==> config.mk <==
export PLATFORM = sky130hd
export DESIGN_NAME = program_loader
export DESIGN_NICKNAME = d
export VERILOG_FILES = /design/src/rtl/program_loader_pkg.sv /design/src/rtl/program_loader.sv
export SDC_FILE = /design/constraint.sdc
export NUM_CORES = 1
export LEC_CHECK = 0
export CAP_MARGIN = 25
export CELL_PAD_IN_SITES_DETAIL_PLACEMENT = 0
export CELL_PAD_IN_SITES_GLOBAL_PLACEMENT = 1
export CORE_ASPECT_RATIO = 0.9
export CORE_UTILIZATION = 37
export DETAILED_ROUTE_END_ITERATION = 7
export PLACE_DENSITY = 0.89
export SKIP_LAST_GASP = 1
export SLEW_MARGIN = 20
export SYNTH_ARGS = -nofsm -noshare
export SYNTH_HDL_FRONTEND = slang
export SYNTH_SLANG_ARGS = --single-unit
export TNS_END_PERCENT = 1
==> constraint.sdc <==
create_clock -name clk -period 2.7 [get_ports clk]
set_input_delay 0.27 -clock clk [delete_from_list [all_inputs] [get_ports clk]]
set_output_delay 0.27 -clock clk [all_outputs]
set_load 0.05 [all_outputs]
==> src/rtl/program_loader_pkg.sv <==
// program_loader_pkg: shared widths, memory depth and loader state encoding.
package program_loader_pkg;
  localparam int INSTRUCTION_WIDTH = 10;
  localparam int ADDR_BITS = 6;
  localparam int MEM_DEPTH = 2 ** ADDR_BITS;
  typedef enum logic [1:0] {IDLE, LOAD, DONE} state_e;
endpackage

==> src/rtl/program_loader.sv <==
// program_loader: streams instruction words into the instruction RAM while holding the core in reset.
module program_loader
  import program_loader_pkg::*;
(
  input  logic                         clk,
  input  logic                         reset,
  input  logic                         start,
  input  logic [ADDR_BITS:0]           length,
  input  logic                         abort,
  input  logic                         in_valid,
  input  logic [INSTRUCTION_WIDTH-1:0] in_data,
  output logic                         in_ready,
  output logic                         mem_we,
  output logic [ADDR_BITS-1:0]         mem_addr,
  output logic [INSTRUCTION_WIDTH-1:0] mem_wdata,
  output logic                         busy,
  output logic                         cpu_hold,
  output logic                         done,
  output logic                         error,
  output logic [ADDR_BITS:0]           words_loaded,
  output logic [INSTRUCTION_WIDTH-1:0] checksum
);
  localparam logic [ADDR_BITS:0] MAX_LEN = (ADDR_BITS + 1)'(MEM_DEPTH);
  state_e state_q, state_d;
  logic [ADDR_BITS:0] len_q, len_d, words_q, words_d;
  logic [INSTRUCTION_WIDTH-1:0] sum_q, sum_d, wdata_q, wdata_d;
  logic [ADDR_BITS-1:0] addr_q, addr_d;
  logic we_q, we_d, error_q, error_d, xfer, len_ok;
  assign in_ready = (state_q == LOAD) && !abort;
  assign xfer = in_valid && in_ready;
  assign len_ok = (length != '0) && (length <= MAX_LEN);
  assign busy = state_q == LOAD;
  assign done = state_q == DONE;
  // keep the core held until the final word has actually landed in RAM
  assign cpu_hold = busy || (we_q && done);
  assign mem_we = we_q;
  assign mem_addr = addr_q;
  assign mem_wdata = wdata_q;
  assign error = error_q;
  assign words_loaded = words_q;
  assign checksum = sum_q;
  always_comb begin
    state_d = state_q;
    len_d = len_q;
    words_d = words_q;
    sum_d = sum_q;
    we_d = 1'b0;
    addr_d = addr_q;
    wdata_d = wdata_q;
    error_d = 1'b0;
    if (state_q == LOAD) begin
      if (abort) begin
        state_d = IDLE;
        error_d = 1'b1;
      end else if (xfer) begin
        we_d = 1'b1;
        addr_d = words_q[ADDR_BITS-1:0];
        wdata_d = in_data;
        words_d = words_q + 1'b1;
        sum_d = sum_q ^ in_data;
        state_d = (words_d == len_q) ? DONE : LOAD;
      end
    end else if (start) begin
      if (len_ok) begin
        state_d = LOAD;
        len_d = length;
        words_d = '0;
        sum_d = '0;
      end else error_d = 1'b1;
    end
  end
  always_ff @(posedge clk or posedge reset) begin
    if (reset) begin
      state_q <= IDLE;
      len_q <= '0;
      words_q <= '0;
      sum_q <= '0;
      we_q <= 1'b0;
      addr_q <= '0;
      wdata_q <= '0;
      error_q <= 1'b0;
    end else begin
      state_q <= state_d;
      len_q <= len_d;
      words_q <= words_d;
      sum_q <= sum_d;
      we_q <= we_d;
      addr_q <= addr_d;
      wdata_q <= wdata_d;
      error_q <= error_d;
    end
  end
endmodule
# After elaboration in Yosys (flattened, before gate mapping)
# Index checks and enable logic that the tools add are counted.
[word_totals]
output_inout_bits = 39
reg_bits = 44
elab_cells = 55
inputBits = 22
[classes]
addsub = 1
n_lt_le_gt_ge = 1
eq_ne = 6
muxes = 23
reduce_logical = 13
bitwise_logic = 3
[ops]
columns = ["cell", "n"]
rows = [
  ["$mux W10", 5],
  ["$mux W7", 5],
  ["$mux W2", 6],
  ["$xor A10 B10 Y10", 1],
  ["$reduce_and A3 Y1", 3],
  ["$add A7 B1 Y7 const B", 1],
  ["$eq A7 B7 Y1", 1],
  ["$le A7 B7 Y1 const B", 1],
  ["$mux W1", 7],
  ["$reduce_bool A7 Y1", 1],
  ["$logic_and A1 B1 Y1", 4],
  ["$reduce_and A4 Y1", 1],
  ["$reduce_bool A2 Y1", 2],
  ["$ne A3 B2 Y1 const B", 1],
  ["$eq A2 B1 Y1 const B", 1],
  ["$eq A2 B2 Y1 const B", 1],
  ["$ne A2 B1 Y1 const B", 1],
  ["$ne A2 B2 Y1 const B", 1],
  ["$not A1 Y1", 2],
  ["$logic_not A1 Y1", 1],
  ["$logic_or A1 B1 Y1", 1],
]

# Depth between registers and ports, before layout
# Gate-level depths: netlist of run 1.
[depth]
depth_word = 6
ltp_mapped = 8
mapped_depth_nobuf = 6

# Worst setup path before layout of run 1
# Ideal clock, no wire load.
[synth_path]
kind = "reg-to-output"
from = "register state_q[0]"
to = "output port cpu_hold"
slack_ps = 820
required_ps = 2430
t_arrival_ps = 1610
path_stages_with_launch = 4
n_path_buf = 0
cell_sequence = "dfrtp_1 nor2b_1 nand2_1 nand2_1"
[synth_via]
elab_chain_cells = 3
elab_cells_between_ends = 4
cone_classes = "eq/ne (2); reduce/logical (2)"
[synth_rtl]
columns = ["element", "line", "rtl"]
rows = [
  ["from (decl)", "program_loader.sv:24", "state_e state_q, state_d;"],
  ["from (signal assigned)", "program_loader.sv:83", "state_q <= state_d;"],
  ["$eq A2 B2 Y1", "program_loader.sv:33", "assign done = state_q == DONE;"],
  ["net done", "program_loader.sv:18", "output logic done,"],
  ["$logic_and A1 B1 Y1", "program_loader.sv:35", "assign cpu_hold = busy || (we_q && done);"],
  ["$logic_or A1 B1 Y1", "program_loader.sv:35", ""],
  ["to (decl)", "program_loader.sv:17", "output logic cpu_hold,"],
]
# The timed path passes the listed nets, and every way through them passes these cells.

# Final worst setup path of run 1
[layout_path]
from = "register state_q[1]"
to = "output port in_ready"
[layout_via]
elab_chain_cells = 2
[layout_rtl]
columns = ["element", "line", "rtl"]
rows = [
  ["$eq A2 B1 Y1", "program_loader.sv:29", "assign in_ready = (state_q == LOAD) && !abort;"],
  ["$logic_and A1 B1 Y1", "program_loader.sv:29", ""],
  ["to (decl)", "program_loader.sv:12", "output logic in_ready,"],
]
# No other way between the ends.

==> flow_metrics.tcl, run 1 <==
set metrics [dict create \
    ios 61 \
    globalRouteOverflowTotal 0 \
    dieHeight_um 72.1 \
    drive_above_1_share_pct 8.12 \
    r2r-end "state_q[0]" \
    synthFlopType "dfrtp_1" \
    skew_ns 0.00343 \
    initial_core_util_pct 38.4 \
    ys_seq_area_share_pct 54.6 \
    syn_avg_cell_area_um2 9.70 \
    fmax_mhz 476 \
    cp_top_family "buffers and inverters" \
    track_usage_pct 16.4 \
    intPower_mw 1.72 \
    cp-end-kind "primary output" \
    worstMarginPinSlew_ns 0.504 \
    synth.distinct_cells 35 \
    multi_input_area_um2 840 \
    finalMaxSlewViolations 0 \
    netSwitchingFraction_pct 46.9 \
    area_growth_pct 37.9 \
    first_global_vias 1559 \
    rr_worst_depth 6 \
    design_area_mm2 0.00278 \
    maxCapViolations 0 \
    power.share.clock_pct 12.9 \
    switchingPower_mw 1.52 \
    syn-instance-count 208 \
    routed_wl_um 4320 \
    core-area_mm2 0.00526 \
    p_leak_nw 1.27 \
    die_x_um 79.9 \
    core.rowCount 25 \
    p_seq_share_pct 34.3 \
    cts_resized 0 \
    instances_no_fill 338 \
    cts.clk_slew.worst_paths_ns 0.08 \
    ys_ff_latch 44 \
    status "finished clean" \
    design_power_total_mw 3.23 \
    hold-worst-slack_ns 0.278 \
    pwr_density_cell_mw_per_mm2 1160 \
    synthArstFlopShare_pct 100 \
    grt_antenna_before_repair 0 \
    setup_violations 0 \
    arrival_ns 1.83 \
    synth_edf_count 0 \
    critPathLaunchType "register" \
    worstPathMaxFanout 4 \
    hold_violations 0 \
    setup_slack_ns 0.598 \
    synth_nets 231 \
    clk_latency_ns 0.29 \
    slew-limit-headroom_pct 66.3 \
    cp_slowest_cell "clkdlybuf4s50_1" \
    fin_util_pct 53.0 \
    place_ws_ns 0.679 \
    synth_common_cells "58 x nand2_1, 44 x dfrtp_1, 18 x nor2_1, 13 x xor2_1, 7 x o21ai_0" \
    gp_congestion 0.790 \
    post-dp-hpwl_um 3130 \
    drtPass1Iterations 4 \
    via_per_inst 4.75 \
    grt_max_degree 45 \
    synth.most_common_cell "nand2_1" \
    slowest_delay_ns 0.81 \
    n_antenna_cell 0 \
    cts.sink_count 44 \
    cts_tree "done" \
    yosysTopAreaCell "dfrtp_1" \
    vias 1605 \
    worstPathBufferInverterCount 1 \
    synth_top_area_share_pct 54.6 \
    path_cells "nand2b_1 > nor2_1 > clkdlybuf4s50_1" \
    clockBufferDepth 2 \
    worstSetupPathType "reg -> out" \
    cts_hold_buf 0 \
    fin_nets 293 \
    initialDrtViolationCount 57 \
    ir_drop_mv 0.504 \
    cts_inserted_buffers 5 \
    setup_tns_ns 0 \
    drtAntennaViolNets 0 \
    hold_class "in -> async" \
    yosys_warnings 0 \
    synthTopCellsByArea "dfrtp_1 55%, nand2_1 11%, xor2_1 5.6%" \
    crit_required_ns 2.43 \
    drc_errors 0 \
    port_buffers 60 \
    r2r_start "words_loaded[0]" \
    layout_min_cycle_time_ns 2.10 \
    h-tree-depth 2 \
    syn-cell-area_mm2 0.00202 \
    dieArea_mm2 0.00575 \
    regArea_mm2 0.00110 \
    place_area_mm2 0.00267 \
    wl_per_cell_um 12.8 \
    r2r_slack_ns 0.90 \
    rsz0062_at_grt "false" \
    clock_tree.root_cell "clkbuf_8" \
    dp_cells 329 \
    fill_cells 500 \
    post-route-period-util_pct 77.9 \
    p_comb_share_pct 52.8 \
    post-cts-setup-buffers 0 \
    grt_pass1_wl_um 7240 \
]
## per-layer routing
layer	vias up	track usage, %	routed length [µm]
li1	803	-	-
met1	757	22.6	2180
met2	40	26.3	1910
met3	5	3.14	167
met4	0	5.36	61
met5	-	0	0
## sequential cells by signal (all words and copies together), names as in the netlist
signal	cells
mem_wdata	10
checksum	10
mem_we	1
mem_addr	6
words_loaded	7
len_q	7
state_q	2
error	1
## worst max path at each step
stage                           from              end  slack, ns  depth (start not counted)
after CTS                 state_q[1]         in_ready       0.60                          3
final                     state_q[1]         in_ready       0.60                          3
after global routing      state_q[1]         in_ready       0.54                          3
after detailed placement   length[5]  words_loaded[3]       0.68                          7
after floorplan           state_q[0]         cpu_hold       0.82                          3
after global placement     length[3]         len_q[3]       0.73                          6
## cell type report
cell class	instances	area share, %
clock inverter	2	0.360
clock buffer	6	2.97
inverter	6	0.854
tap	67	3.01
multi-input combinational	149	30.2
timing repair buffer	64	23.1
sequential	44	39.6
## power by group through the flow
stage	Sequential [mW]	Combinational [mW]	Clock (mW)
global placement	1.12	1.70	0
CTS	1.11	1.72	0.431
floorplan	1.70	0.570	0
detailed placement	1.13	1.71	0
global route	1.15	1.82	0.459
finish	1.11	1.71	0.416
## logic make-up (layout without fill, tap and decap cells)
family | after synthesis | in the layout | synth area share, %
compound gates | 23 | 23 | 7.13
xor+xnor | 18 | 18 | 7.81
fa+ha+maj | 1 | 1 | 0.620
buf+inv | 15 | 78 | 3.84
flops | 44 | 44 | 54.6
mux | 8 | 8 | 4.34
simple gates | 99 | 99 | 21.7
## layout by cell type, fill, tap and decap left out, types with 4 or more instances in the layout
master           count
clkbuf_8             6
clkdlybuf4s50_1     60
a21oi_1              4
nor2_1              18
mux2_2               6
inv_1                4
xnor2_1              5
nand2_1             58
dfrtp_1             44
nand3_1              6
xor2_1              13
o21ai_0              7
Note: power is estimated with default switching activity, not from simulation.
==> inputs of run 2 (changes only) <==
--- a/config.mk
+++ b/config.mk
@@ -9,9 +9,9 @@
 export CELL_PAD_IN_SITES_DETAIL_PLACEMENT = 0
 export CELL_PAD_IN_SITES_GLOBAL_PLACEMENT = 1
 export CORE_ASPECT_RATIO = 0.9
-export CORE_UTILIZATION = 37
+export CORE_UTILIZATION = 35
 export DETAILED_ROUTE_END_ITERATION = 7
-export PLACE_DENSITY = 0.89
+export PLACE_DENSITY = 0.86
 export SKIP_LAST_GASP = 1
 export SLEW_MARGIN = 20
 export SYNTH_ARGS = -nofsm -noshare
==> constraint.sdc (replaced) <==
create_clock -name clk -period 2.2 [get_ports clk]
set_input_delay 0.22 -clock clk [delete_from_list [all_inputs] [get_ports clk]]
set_output_delay 0.22 -clock clk [all_outputs]
set_load 0.05 [all_outputs]
==> flow_metrics.tcl, run 2 (synthesis gave the netlist of run 1 again) <==
set metrics [dict create \
    status "finished clean" \
    switchingPower_mw 1.86 \
    grt_max_degree 23 \
    slew-limit-headroom_pct 65.4 \
    first_global_vias 1590 \
    cts_tree "done" \
    hold_class "in -> async" \
    worstMarginPinSlew_ns 0.518 \
    slowest_delay_ns 0.81 \
    gp_congestion 0.786 \
    grt_pass1_wl_um 7440 \
    post-dp-hpwl_um 3260 \
    top_usage_layer "met2" \
    grt_use_met3_pct 3.56 \
    path_cells "nand2b_1 > nor2_1 > clkdlybuf4s50_1" \
    rsz0062_at_grt "false" \
    post-route-period-util_pct 93.4 \
    dieArea_mm2 0.00607 \
    power.share.clock_pct 12.9 \
    netSwitchingFraction_pct 46.8 \
    grtUsageMet2_pct 25.6 \
    drtPass1Iterations 4 \
    drive_above_1_share_pct 8.79 \
    n_antenna_cell 0 \
    met1_usage_pct 22.1 \
    cts.clk_slew.worst_paths_ns 0.08 \
    setup_violations 0 \
    p_comb_share_pct 52.7 \
    p_seq_share_pct 34.4 \
    finalMaxSlewViolations 0 \
    routed_wl_um 4390 \
    grt_antenna_before_repair 0 \
    setup_tns_ns 0 \
    critPathLaunchType "register" \
    design_power_total_mw 3.97 \
    dieHeight_um 74.0 \
    ir_drop_mv 0.705 \
    arrival_ns 1.83 \
    clock_tree.root_cell "clkbuf_8" \
    p_leak_nw 1.28 \
    clockBufferDepth 2 \
    cp-end-kind "primary output" \
    initialDrtViolationCount 39 \
    core-area_mm2 0.00541 \
    ios 61 \
    intPower_mw 2.11 \
    die_x_um 82.0 \
    via_per_inst 4.80 \
    regArea_mm2 0.00110 \
    cts.sink_count 44 \
    most-common-layout-cells "60 x clkdlybuf4s50_1, 58 x nand2_1, 44 x dfrtp_1" \
    fill_cells 521 \
    fmax_mhz 487 \
    layout_min_cycle_time_ns 2.05 \
    globalRouteOverflowTotal 0 \
    maxCapViolations 0 \
    port_buffers 60 \
    area_growth_pct 38.1 \
    pwr_density_cell_mw_per_mm2 1420 \
    cts_resized 0 \
    drtAntennaViolNets 0 \
    clk_latency_ns 0.29 \
    worstSetupPathType "reg -> out" \
    wl_per_cell_um 12.9 \
    cts_hold_buf 0 \
    multi_input_area_um2 840 \
    cp_top_family "buffers and inverters" \
    fin_nets 295 \
    crit_required_ns 1.98 \
    skew_ns 0.00648 \
    final_common_cell "clkdlybuf4s50_1" \
    initial_core_util_pct 37.3 \
    drc_errors 0 \
    fin_util_pct 51.5 \
    worstPathBufferInverterCount 1 \
    worstPathMaxFanout 4 \
    cp_slowest_cell "clkdlybuf4s50_1" \
    hold_violations 0 \
    vias 1632 \
    track_usage_pct 16.3 \
    h-tree-depth 2 \
    core.rowCount 25 \
    post-cts-setup-buffers 0 \
    cts_inserted_buffers 5 \
]
run 2: changes by cell type in the layout (fill, tap and decap cells not counted), sizes merged:
cell	delta
buf	+2
run 2: routing by layer:
metal	wire (µm)	part of all wire, %
met5	0	0
met4	52	1.2
met3	184	4.2
met2	2050	47
met1	2100	48
run 2: worst paths after layout:
path / end / startpoint / slack, ns / depth (start not counted)
min in group clk: mem_addr[2] / mem_addr[2] / 0.48 / 2
max reg2reg: state_q[0] / words_loaded[0] / 0.42 / 6
max: in_ready / state_q[1] / 0.15 / 3
min: words_loaded[2] / reset / 0.21 / 2
max in group asynchronous: mem_addr[4] / reset / 1.46 / 3
min reg2reg: mem_addr[2] / mem_addr[2] / 0.48 / 2
run 2: power by group through the flow:
stage | Combinational [mW] | Sequential, mW | Clock, mW
finish | 2.09 | 1.36 | 0.510
global route | 2.25 | 1.41 | 0.559
CTS | 2.11 | 1.37 | 0.530
detailed placement | 2.11 | 1.38 | 0
global placement | 2.08 | 1.38 | 0
floorplan | 0.699 | 2.09 | 0
run 2: metrics by stage:
stage | hold WS [ns] | setup slack, ns | instances | area, µm²
2_1_floorplan | 0.302 | 0.349 | 208 | 2020
3_3_place_gp | 0.456 | 0.228 | 332 | 2690
3_5_place_dp | 0.463 | 0.164 | 332 | 2690
4_1_cts | 0.222 | 0.141 | 340 | 2790
5_1_grt | 0.242 | 0.0661 | 340 | 2790
6_report | 0.209 | 0.145 | 340 | 2790
run 2: final cells by class:
cell class	count	area share, %
well taps	67	3.01
flip-flops and latches	44	39.5
clock inverters	2	0.359
clock buffers	6	2.96
multi-input cells	149	30.1
inverters	6	0.853
repair buffers	66	23.2
==> inputs of run 3 (changes only) <==
--- a/config.mk
+++ b/config.mk
@@ -5,6 +5,7 @@
 export SDC_FILE = /design/constraint.sdc
 export NUM_CORES = 1
 export LEC_CHECK = 0
+export ABC_AREA = 1
 export CAP_MARGIN = 25
 export CELL_PAD_IN_SITES_DETAIL_PLACEMENT = 0
 export CELL_PAD_IN_SITES_GLOBAL_PLACEMENT = 1
==> flow_metrics.tcl, run 3 <==
set metrics [dict create \
    initial_core_util_pct 36.7 \
    cts_inserted_buffers 5 \
    synth_edf_count 0 \
    critPathLaunchType "register" \
    hold_violations 0 \
    dp_cells 431 \
    setup_tns_ns 0 \
    routed_wl_um 5480 \
    design_power_total_mw 4.16 \
    status "finished clean" \
    core-area_mm2 0.00618 \
    cp-end-kind "primary output" \
    synthFlopType "dfrtp_1" \
    post-dp-hpwl_um 3990 \
    via_per_inst 4.63 \
    dieHeight_um 78.4 \
    most-common-layout-cells "83 x nand2_1, 58 x clkdlybuf4s50_1, 44 x dfrtp_1" \
    syn_avg_cell_area_um2 7.87 \
    grt_max_degree 45 \
    drtPass1Iterations 4 \
    synth_nets 311 \
    fin_nets 374 \
    die_x_um 86.8 \
    post-cts-setup-buffers 0 \
    cts_hold_buf 0 \
    grt_antenna_before_repair 0 \
    drive_above_1_share_pct 10.8 \
    worstSetupPathType "reg -> out" \
    synth_common_cells "83 x nand2_1, 44 x dfrtp_1, 36 x inv_1, 27 x nand3_1, 17 x a21oi_1" \
    clock_tree.root_cell "clkbuf_8" \
    syn-cell-area_mm2 0.00227 \
    initialDrtViolationCount 109 \
    crit_end "busy" \
    design_area_mm2 0.00304 \
    worstMarginPinSlew_ns 0.565 \
    crit_required_ns 1.98 \
    ir_drop_mv 0.668 \
    syn-instance-count 288 \
    wl_per_cell_um 12.5 \
    track_usage_pct 17.7 \
    place_ws_ns 0.386 \
    p_leak_nw 1.46 \
    fin_util_pct 49.2 \
    rr_worst_depth 10 \
    r2r_slack_ns 0.60 \
    ys_seq_area_share_pct 48.6 \
    rsz0062_at_grt "false" \
    slew-limit-headroom_pct 62.4 \
    worstPathMaxFanout 4 \
    dieArea_mm2 0.00680 \
    hold-worst-slack_ns 0.364 \
    synth_top_area_share_pct 48.6 \
    yosysTopAreaCell "dfrtp_1" \
    synthTopCellsByArea "dfrtp_1 49%, nand2_1 14%, inv_1 6.0%" \
    fmax_mhz 498 \
    clk_latency_ns 0.30 \
    hold_class "in -> async" \
    skew_ns 0.00281 \
    pwr_density_cell_mw_per_mm2 1370 \
    cts_resized 0 \
    setup_violations 0 \
    vias 2032 \
    maxCapViolations 0 \
    yosys_warnings 0 \
    first_global_vias 1922 \
    h-tree-depth 2 \
    ys_ff_latch 44 \
    port_buffers 60 \
    n_antenna_cell 0 \
    synth.most_common_cell "nand2_1" \
    gp_congestion 0.850 \
    final_common_cell "nand2_1" \
    arrival_ns 1.79 \
    clockBufferDepth 2 \
    drc_errors 0 \
    place_area_mm2 0.00295 \
    finalMaxSlewViolations 0 \
    cts.clk_slew.worst_paths_ns 0.08 \
    area_growth_pct 34.2 \
    r2r_start "words_loaded[0]" \
    grt_pass1_wl_um 9230 \
    setup_slack_ns 0.192 \
    ios 61 \
    cts.sink_count 44 \
    globalRouteOverflowTotal 0 \
    cts_tree "done" \
    layout_min_cycle_time_ns 2.01 \
    post-route-period-util_pct 91.3 \
    instances_no_fill 439 \
    synth.distinct_cells 27 \
    crit_start "state_q[1]" \
    drtAntennaViolNets 0 \
    core.rowCount 27 \
    synthArstFlopShare_pct 100 \
    r2r-end "state_q[1]" \
]
## run 3: changes by cell type in the layout (fill, tap and decap cells not counted), sizes merged, moves of 3 or more
cell,before,now
or2,2,10
nor3,3,0
nand2,58,91
a31oi,3,0
xnor2,5,1
a21oi,4,17
inv,5,35
xor2,13,0
nand3,6,29
mux2,6,0
o21ai,7,23
## run 3: how the worst min path moves through the flow
stage,start,end,slack [ns],cells past startpoint
after floorplan,length[1],len_q[1],0.35,2
after global placement,mem_addr[5],mem_addr[5],0.47,2
after detailed placement,state_q[1],state_q[1],0.47,2
after CTS,reset,mem_addr[5],0.39,3
after global routing,reset,mem_addr[3],0.41,3
final,reset,mem_addr[3],0.36,3
## run 3: area by class of cell
cell class	instances	area (µm²)
Clock buffer	7	86.3
Clock inverter	1	7.51
Fill cell	607	3140
Inverter	36	135
Multi-Input combinational cell	200	978
Sequential cell	44	1100
Tap cell	87	109
Timing Repair Buffer	64	626
## run 3: cells by family (layout without fill, tap and decap cells)
kind of cell / after synthesis / count (layout) / synth area share (%)
adders and majority gates: 1 / 1 / 0.552
xor gates and xnor gates: 1 / 1 / 0.386
DFF: 44 / 44 / 48.6
and+or+nand+nor: 153 / 153 / 31.7
AOI/OAI and AO/OA: 45 / 45 / 10.5
buffers and inverters: 44 / 108 / 8.28
## run 3: power by group
part / internal [mW] / total [mW] / switching [mW]
Combinational: 0.764 / 2.26 / 1.50
Clock: 0.256 / 0.543 / 0.287
Sequential: 1.10 / 1.35 / 0.249
## run 3: routing by layer
layer	routed length, µm	vias up	GRT usage [%]
met4	98	0	7.83
li1	-	1036	-
met2	2620	44	28.5
met3	211	10	3.15
met1	2560	942	23.0
met5	0	-	0
## run 3: worst max-delay path, cell delays in order, from the launching register on
cell	delay [ns]
dfrtp_1	0.39
inv_1	0.09
nand2_2	0.13
inv_1	0.08
clkdlybuf4s50_1	0.79
